### src/rtl/msf_encoder.sv
// MSF 60 kHz time-signal keying generator: sequences 100 ms slots and 60 s frames,
// keying the carrier from time fields captured at the start of every frame.
module msf_encoder #(
    parameter int TICKS_PER_SLOT = 1000
) (
    input  logic       clk_i,
    input  logic       rst_ni,
    input  logic       enable_i,
    input  logic [7:0] year_i,
    input  logic [4:0] month_i,
    input  logic [5:0] day_i,
    input  logic [2:0] dow_i,
    input  logic [5:0] hour_i,
    input  logic [6:0] minute_i,
    input  logic       bst_i,
    input  logic       bst_warn_i,
    output logic       carrier_o,
    output logic [5:0] second_o,
    output logic       sec_strobe_o,
    output logic       frame_start_o
);

    localparam int PW = (TICKS_PER_SLOT > 2) ? $clog2(TICKS_PER_SLOT) : 1;
    localparam logic [PW-1:0] PRESC_LAST = PW'(TICKS_PER_SLOT - 1);

    typedef enum logic {IDLE, RUN} state_t;

    state_t        state_q, state_d;
    logic [PW-1:0] presc_q, presc_d;
    logic [3:0]    slot_q, slot_d;
    logic [5:0]    sec_q, sec_d;
    logic [34:0]   shadow_q, shadow_d;
    logic          bst_q, bst_d;
    logic          warn_q, warn_d;
    logic          carrier_q, carrier_d;
    logic          strobe_q, strobe_d;
    logic          fstart_q, fstart_d;
    logic          capture;
    logic          aBit, bBit, slotOff;
    logic [5:0]    dataIdx;

    // Counters advance to the position that will be shown after this edge.
    always_comb begin
        state_d  = state_q;
        presc_d  = '0;
        slot_d   = '0;
        sec_d    = '0;
        capture  = 1'b0;
        shadow_d = shadow_q;
        bst_d    = bst_q;
        warn_d   = warn_q;
        if (!enable_i) begin
            state_d = IDLE;
        end else begin
            state_d = RUN;
            if (state_q == IDLE) begin
                capture = 1'b1;
            end else begin
                presc_d = presc_q + PW'(1);
                slot_d  = slot_q;
                sec_d   = sec_q;
                if (presc_q == PRESC_LAST) begin
                    presc_d = '0;
                    slot_d  = slot_q + 4'd1;
                    if (slot_q == 4'd9) begin
                        slot_d = 4'd0;
                        if (sec_q == 6'd59) begin
                            sec_d   = 6'd0;
                            capture = 1'b1;
                        end else begin
                            sec_d = sec_q + 6'd1;
                        end
                    end
                end
            end
            if (capture) begin
                shadow_d = {year_i, month_i, day_i, dow_i, hour_i, minute_i};
                bst_d    = bst_i;
                warn_d   = bst_warn_i;
            end
        end
    end

    // Shadow layout puts year MSB at bit 34 and minute LSB at bit 0, so sec 17..51 maps to bit 51-sec.
    always_comb begin
        aBit    = 1'b0;
        bBit    = 1'b0;
        dataIdx = 6'd51 - sec_d;
        if (sec_d >= 6'd17 && sec_d <= 6'd51) begin
            aBit = shadow_d[dataIdx];
        end else if (sec_d >= 6'd53 && sec_d <= 6'd58) begin
            aBit = 1'b1;
        end
        case (sec_d)
            6'd53:   bBit = warn_d;
            6'd54:   bBit = ~^shadow_d[34:27];
            6'd55:   bBit = ~^shadow_d[26:16];
            6'd56:   bBit = ~^shadow_d[15:13];
            6'd57:   bBit = ~^shadow_d[12:0];
            6'd58:   bBit = bst_d;
            default: bBit = 1'b0;
        endcase
        if (sec_d == 6'd0) begin
            slotOff = (slot_d < 4'd5);
        end else begin
            slotOff = (slot_d == 4'd0) || (slot_d == 4'd1 && aBit) || (slot_d == 4'd2 && bBit);
        end
    end

    always_comb begin
        carrier_d = 1'b1;
        strobe_d  = 1'b0;
        fstart_d  = 1'b0;
        if (state_d == RUN) begin
            carrier_d = ~slotOff;
            strobe_d  = (presc_d == '0) && (slot_d == 4'd0);
            fstart_d  = (presc_d == '0) && (slot_d == 4'd0) && (sec_d == 6'd0);
        end
    end

    always_ff @(posedge clk_i or negedge rst_ni) begin
        if (!rst_ni) begin
            state_q   <= IDLE;
            presc_q   <= '0;
            slot_q    <= '0;
            sec_q     <= '0;
            shadow_q  <= '0;
            bst_q     <= 1'b0;
            warn_q    <= 1'b0;
            carrier_q <= 1'b1;
            strobe_q  <= 1'b0;
            fstart_q  <= 1'b0;
        end else begin
            state_q   <= state_d;
            presc_q   <= presc_d;
            slot_q    <= slot_d;
            sec_q     <= sec_d;
            shadow_q  <= shadow_d;
            bst_q     <= bst_d;
            warn_q    <= warn_d;
            carrier_q <= carrier_d;
            strobe_q  <= strobe_d;
            fstart_q  <= fstart_d;
        end
    end

    assign carrier_o     = carrier_q;
    assign second_o      = sec_q;
    assign sec_strobe_o  = strobe_q;
    assign frame_start_o = fstart_q;

endmodule

### config.mk
export PLATFORM = sky130hd
export DESIGN_NAME = msf_encoder
export DESIGN_NICKNAME = d
export VERILOG_FILES = /design/src/rtl/msf_encoder.sv
export SDC_FILE = /design/constraint.sdc
export NUM_CORES = 1
export LEC_CHECK = 0
export CAP_MARGIN = 15
export CORE_UTILIZATION = 46
export CTS_CLUSTER_DIAMETER = 150
export CTS_CLUSTER_SIZE = 10
export DETAILED_ROUTE_END_ITERATION = 8
export PLACE_DENSITY = 0.64
export RECOVER_POWER = 25
export REMOVE_ABC_BUFFERS = 1
export SLEW_MARGIN = 20
export SYNTH_ARGS = -nofsm -noshare
export SYNTH_HDL_FRONTEND = slang
export SYNTH_SLANG_ARGS = --single-unit
### constraint.sdc
create_clock -name clk_i -period 4.9 [get_ports clk_i]
set_clock_uncertainty 0.1 [all_clocks]
set_input_delay 1.225 -clock clk_i [delete_from_list [all_inputs] [get_ports clk_i]]
set_output_delay 1.225 -clock clk_i [all_outputs]
set_load 0.01 [all_outputs]
* Yosys cells after proc, flatten, opt, wreduce, memory -nomap -nowiden *
Cells that the tools add are included.
W data, S select, Z words.

word-level totals
  logic and storage cells = 80
  output and inout bits = 9
  input bits = 40
  register bits = 61

cells by class
  multiplexer cells = 33
  $add $sub $neg = 4
  eq/ne operators = 11
  order comparisons = 6
  reductions and logical operators = 15
  bitwise operators = 1

operators with widths
  operator                 count
  $mux W35                 2
  $eq A6 B6 Y1 const B     7
  $mux W10                 3
  $mux W6                  5
  $mux W1                  17
  $mux W4                  4
  $reduce_xnor A13 Y1      1
  $le A6 B6 Y1 const B     2
  $reduce_xnor A11 Y1      1
  $add A10 B1 Y10 const B  1
  $eq A10 B10 Y1 const B   1
  $logic_not A10 Y1        1
  $reduce_xnor A8 Y1       1
  $lt A6 B7 Y1 const B     1
  $add A6 B1 Y6 const B    1
  $bmux W1 S6              1
  $ge A6 B5 Y1 const B     1
  $ge A6 B6 Y1 const B     1
  $logic_and A1 B1 Y1      6
  $logic_not A6 Y1         1
  $pmux W1 S6              1
  $sub A6 B6 Y6 const A    1
  $add A4 B1 Y4 const B    1
  $eq A4 B1 Y1 const B     1
  7 further kinds          8

* Depth between registers and ports, before layout *
  word-level depth = 17
  depth in mapped cells = 14
  depth with buffers taken out = 13

* Worst setup path after synthesis *
OpenSTA, ideal clock, no wires.

  kind = input -> register
  start = in enable_i
  end = reg carrier_q (netlist: carrier_o)
  data arrival time = 3.542 ns
  library setup time = 0.081 ns
  data required time = 4.719 ns
  setup slack = 1.178 ns
  buffers on the path = 1
  cell stages on the path = 12
  path through = clkbuf_1 nand2_1 a21oi_1 o21ai_1 inv_1 ha_1 inv_1 o41a_1 o211a_1 o22a_1 o311a_1 a32oi_1

on the way
  cells in the longest elaborated chain, start to end = 11
  elaborated cells on any way between the ends = 39
  those cells by class = add/sub (1); order compare (5); eq/ne (8); mux (12); bitwise (1); reduce/logical (12)

RTL lines
  item                                                line    RTL
  start: declaration                                  8       input logic enable_i,
  $mux W6                                             52      if (!enable_i) begin
  $sub A6 B6 Y6 (tied with other cells)               88      dataIdx = 6'd51 - sec_d;
  $bmux W1 S6 or $logic_and A1 B1 Y1 (tied branches)  90, 91
  $mux W1 (on tied branches)                          90, 91
  $mux W1                                             89      if (sec_d >= 6'd17 && sec_d <= 6'd51) begin
  $logic_and A1 B1 Y1                                 106     slotOff = (slot_d == 4'd0) || (slot_d == 4'd1 && aBit) || (slot_d == 4'd2 && bBit);
  $logic_or A1 B1 Y1 (2 in a row)                     106
  $mux W1                                             103     if (sec_d == 6'd0) begin
  $not A1 Y1                                          115     carrier_d = ~slotOff;
  $mux W1 (*)                                         114     if (state_d == RUN) begin
  net carrier_d                                       35      logic carrier_q, carrier_d;
  end signal: assignment                              141     carrier_q <= carrier_d;
  end: declaration                                    35

The timed path passes the listed nets; every way through them passes the cells marked *. The select of a mux whose other input is x is not followed.

* Worst setup path in the final report *
  start = in enable_i
  end = reg carrier_q (netlist: carrier_o)

on the way
  elaborated cells on any way between the ends = 39
  those cells by class = add/sub (1); order compare (5); eq/ne (8); mux (12); bitwise (1); reduce/logical (12)

RTL lines
  item                           line  RTL
  $mux W35 (*)                   52
  net shadow_d[30]               32    logic [34:0] shadow_q, shadow_d;
  $bmux W1 S6                    90    aBit = shadow_d[dataIdx];
  $mux W1 (not written as such)  90
  $mux W1                        89
  $logic_and A1 B1 Y1            106
  $logic_or A1 B1 Y1             106
  $logic_or A1 B1 Y1 (*)         106
  $mux W1 (*)                    103
  $not A1 Y1 (*)                 115
  $mux W1 (*)                    114
  net carrier_d                  35

Marked as above.

==> run_results.csv <==
group,metric,value,unit
run_status,status,"finished with violations",
run_status,violations,"capacitance limit, slew limit",
grt,track_usage,0.270,
finish,postLayoutCellArea,0.00492,sq mm
grt,antenna_found_initial,0,
grt,grt_pass1_wl,20000,microns
place,place.port_buffers,48,
worst_hold_path,worstHoldStart,"warn_q",
timing,slew_viol_final,64,
floorplan,die_h,97.2,microns
floorplan,fp.dieArea,0.00945,sq mm
setup_path,crit_arrival,4.54,ns
route,wl_per_cell,19.5,microns
place,dpl_worst_slack,0.281,ns
setup_path,path_cells,"dlygate4sd3_1 > buf_4 > inv_1 > nor2_1 > a222oi_1 > nand3_1 > xnor3_1 > and3_1 > nand4b_1 > a32oi_1",
route,ant_nets,0,
power,peakVddDrop,0.163,mV
timing,rsz0062_at_grt,"false",
power,p_sw,0.000391,W
setup_path,crit_required,5.06,ns
logic_synthesis,ys.flop_type,"dfrtp_1",
cts,cts.clk_slew.worst_paths,0.06,ns
logic_synthesis,synth_area,0.00417,sq mm
logic_synthesis,yosys_warnings,0,
logic_synthesis,synth-edff-count,0,
floorplan,rows,34,
place,dp_hpwl,9010,microns
floorplan,dieWidth,97.2,microns
setup_path,critPathSlowestCell,"dlygate4sd3_1",
setup_path,start_kind,"input pin",
timing,holdWs,0.416,ns
floorplan,io-pin-count,49,
power,switching_share,0.298,
power,p_int,0.000921,W
route,drt-pass1-iter-count,5,
power,pwr-share-seq,0.441,
route,drtIter0Drc,343,
cts,cts_root_buf,"clkbuf_8",
cts,cts_hold_buf,0,
logic_synthesis,yosysUniqueCellTypes,67,
flow_run,maxCapViolations,2,
cts,htree_levels,3,
power,leakage,2.17,nW
timing,max_freq,0.228,GHz
cts,cts_buffers,9,
setup_path,path_max_fanout,14,
finish,num_antenna_cells,0,
logic_synthesis,synthCells,473,
timing,slew_headroom,-0.237,
finish,fin_util,0.561,
timing,finalSetupViolations,0,
finish,final_common_cell,"nand2_1",
route,via_per_inst,6.06,
floorplan,floorplan.initialDensity,0.476,
logic_synthesis,ys_ff_latch,61,
finish,finalNetCount,562,
grt,grt_max_degree,34,
timing,hold_violations,0,
place,place_area,0.00476,sq mm
setup_path,startpoint,"enable_i",
timing,fin_crit,4.38,ns
timing,finalCritPeriodShare,0.894,
cts,clk_latency,0.34,ns
cts,post_cts_buffers,0,
finish,final_cell_mix,"nand2_1 (84), dfrtp_1 (60), xnor2_1 (46), clkdlybuf4s50_1 (46), nand3_1 (25)",
logic_synthesis,ys_seq_area_frac,0.366,
route,drc_errors,0,
place,gp_congestion,0.992,
timing,worst_slack,0.521,ns
finish,areaGrowthSynthToFinish,17.9,%
logic_synthesis,syn_area_per_cell,8.82,sq um
setup_path,max_stage_delay,0.83,ns
floorplan,core_area,0.00876,sq mm
route,vias,3804,
timing,setup_tns,0,ns
grt,grt_pass1_vias,3839,
cts,cts_buffer_depth,2,
logic_synthesis,postSynth.asyncResetShare,1.00,
power,power_density,267,mW/mm^2
route,routed_wl,12200,microns
power,clock_power_share,0.306,
setup_path,timing.rr.start,"presc_q[0]",
power,p_comb_frac,0.252,
setup_path,path_class,"input pin to flip-flop",
timing,tightest_slew,1.86,ns
worst_hold_path,hp-class,"flip-flop to flip-flop",
cts,cts_tree,"yes",
cts,cts.sinks,61,
cts,cts.repair.resized,0,
setup_path,cp-end-kind,"flip-flop",
finish,drive_gt1_frac,0.0788,
grt,grt_overflow,0,
## final timing paths
path                          endpoint  slack [ns]  cells past startpoint
setup / recovery             carrier_o        0.52                     10
setup reg to reg             carrier_o        0.88                     10
min in group asynchronous   presc_q[7]        1.23                      1
hold / removal                  warn_q        0.42                      1
hold reg to reg                 warn_q        0.42                      1
max in group asynchronous  shadow_q[6]        1.01                      2
## logic make-up after synthesis
group | Yosys count | share of synthesized area
DFF | 61 | 0.366
buffers and inverters | 38 | 0.0375
adders and majority gates | 5 | 0.0150
xor gates and xnor gates | 65 | 0.140
muxes | 15 | 0.0381
and+or+nand+nor | 194 | 0.238
AOI/OAI and AO/OA | 95 | 0.166
## synth_stat cells (all sizes together), types with 3 or more instances
master	count	area share
nor4	6	0.013
nand3	25	0.030
a21boi	5	0.0090
o2111ai	4	0.0084
o221ai	4	0.0084
xor2	18	0.038
o21ai	21	0.025
and2	9	0.013
nand4	10	0.015
a211o	3	0.0063
a31oi	7	0.010
nand4b	3	0.0099
a222oi	5	0.012
nor3	3	0.0036
nand2	84	0.076
mux2	7	0.019
clkbuf	22	0.020
a21o	6	0.011
inv	11	0.0099
nor2	22	0.020
nor2b	3	0.0045
xnor2	46	0.097
or3	4	0.0060
a21oi	9	0.011
and3	11	0.016
ha	5	0.015
buf	5	0.0072
a211oi	5	0.0090
dfrtp	60	0.36
o31ai	3	0.0054
or2	4	0.0060
mux2i	8	0.019
## power by group through the flow
| stage | clock [W] | combinational, W | sequential, W |
|---|---|---|---|
| detailed placement | 0 | 0.000333 | 0.000588 |
| CTS | 0.000410 | 0.000334 | 0.000578 |
| global placement | 0 | 0.000331 | 0.000587 |
| finish | 0.000402 | 0.000331 | 0.000579 |
| floorplan | 0 | 0.000224 | 0.000578 |
| global route | 0.000434 | 0.000367 | 0.000584 |
## through the flow
step	std cells	power, W
2_1_floorplan	446	0.000802
3_3_place_gp	614	0.000918
3_5_place_dp	614	0.000920
4_1_cts	628	0.00132
5_1_grt	628	0.00138
6_report	628	0.00131
## critical path, delay by kind of cell
family | cells | cell delay (ns)
AND/OR/NAND/NOR | 4 | 1.19
buffers and inverters | 3 | 1.38
AO/OA/AOI/OAI | 2 | 0.40
XOR/XNOR | 1 | 0.33
## state kept, by name, indices dropped and copies added, names as in the netlist
name / count
shadow_q: 35
presc_q: 10
second_o: 6
slot_q: 4
bst_q: 1
carrier_o: 1
frame_start_o: 1
sec_strobe_o: 1
state_q: 1
warn_q: 1
## final cells by class
type	count	area, sq um
Inverter	11	41.3
Timing Repair Buffer	60	561
Clock inverter	2	10.0
Sequential cell	61	1530
Fill cell	831	3850
Multi-Input combinational cell	374	2490
Tap cell	108	135
Clock buffer	12	155
## metal layers
metal / track usage / routed length [microns] / vias to the layer above
li1: - / - / 1784
met1: 0.370 / 5750 / 1852
met2: 0.426 / 5590 / 133
met3: 0.0410 / 575 / 35
met4: 0.112 / 323 / 0
met5: 0 / 0 / -
(Power assumes the default switching activity.)
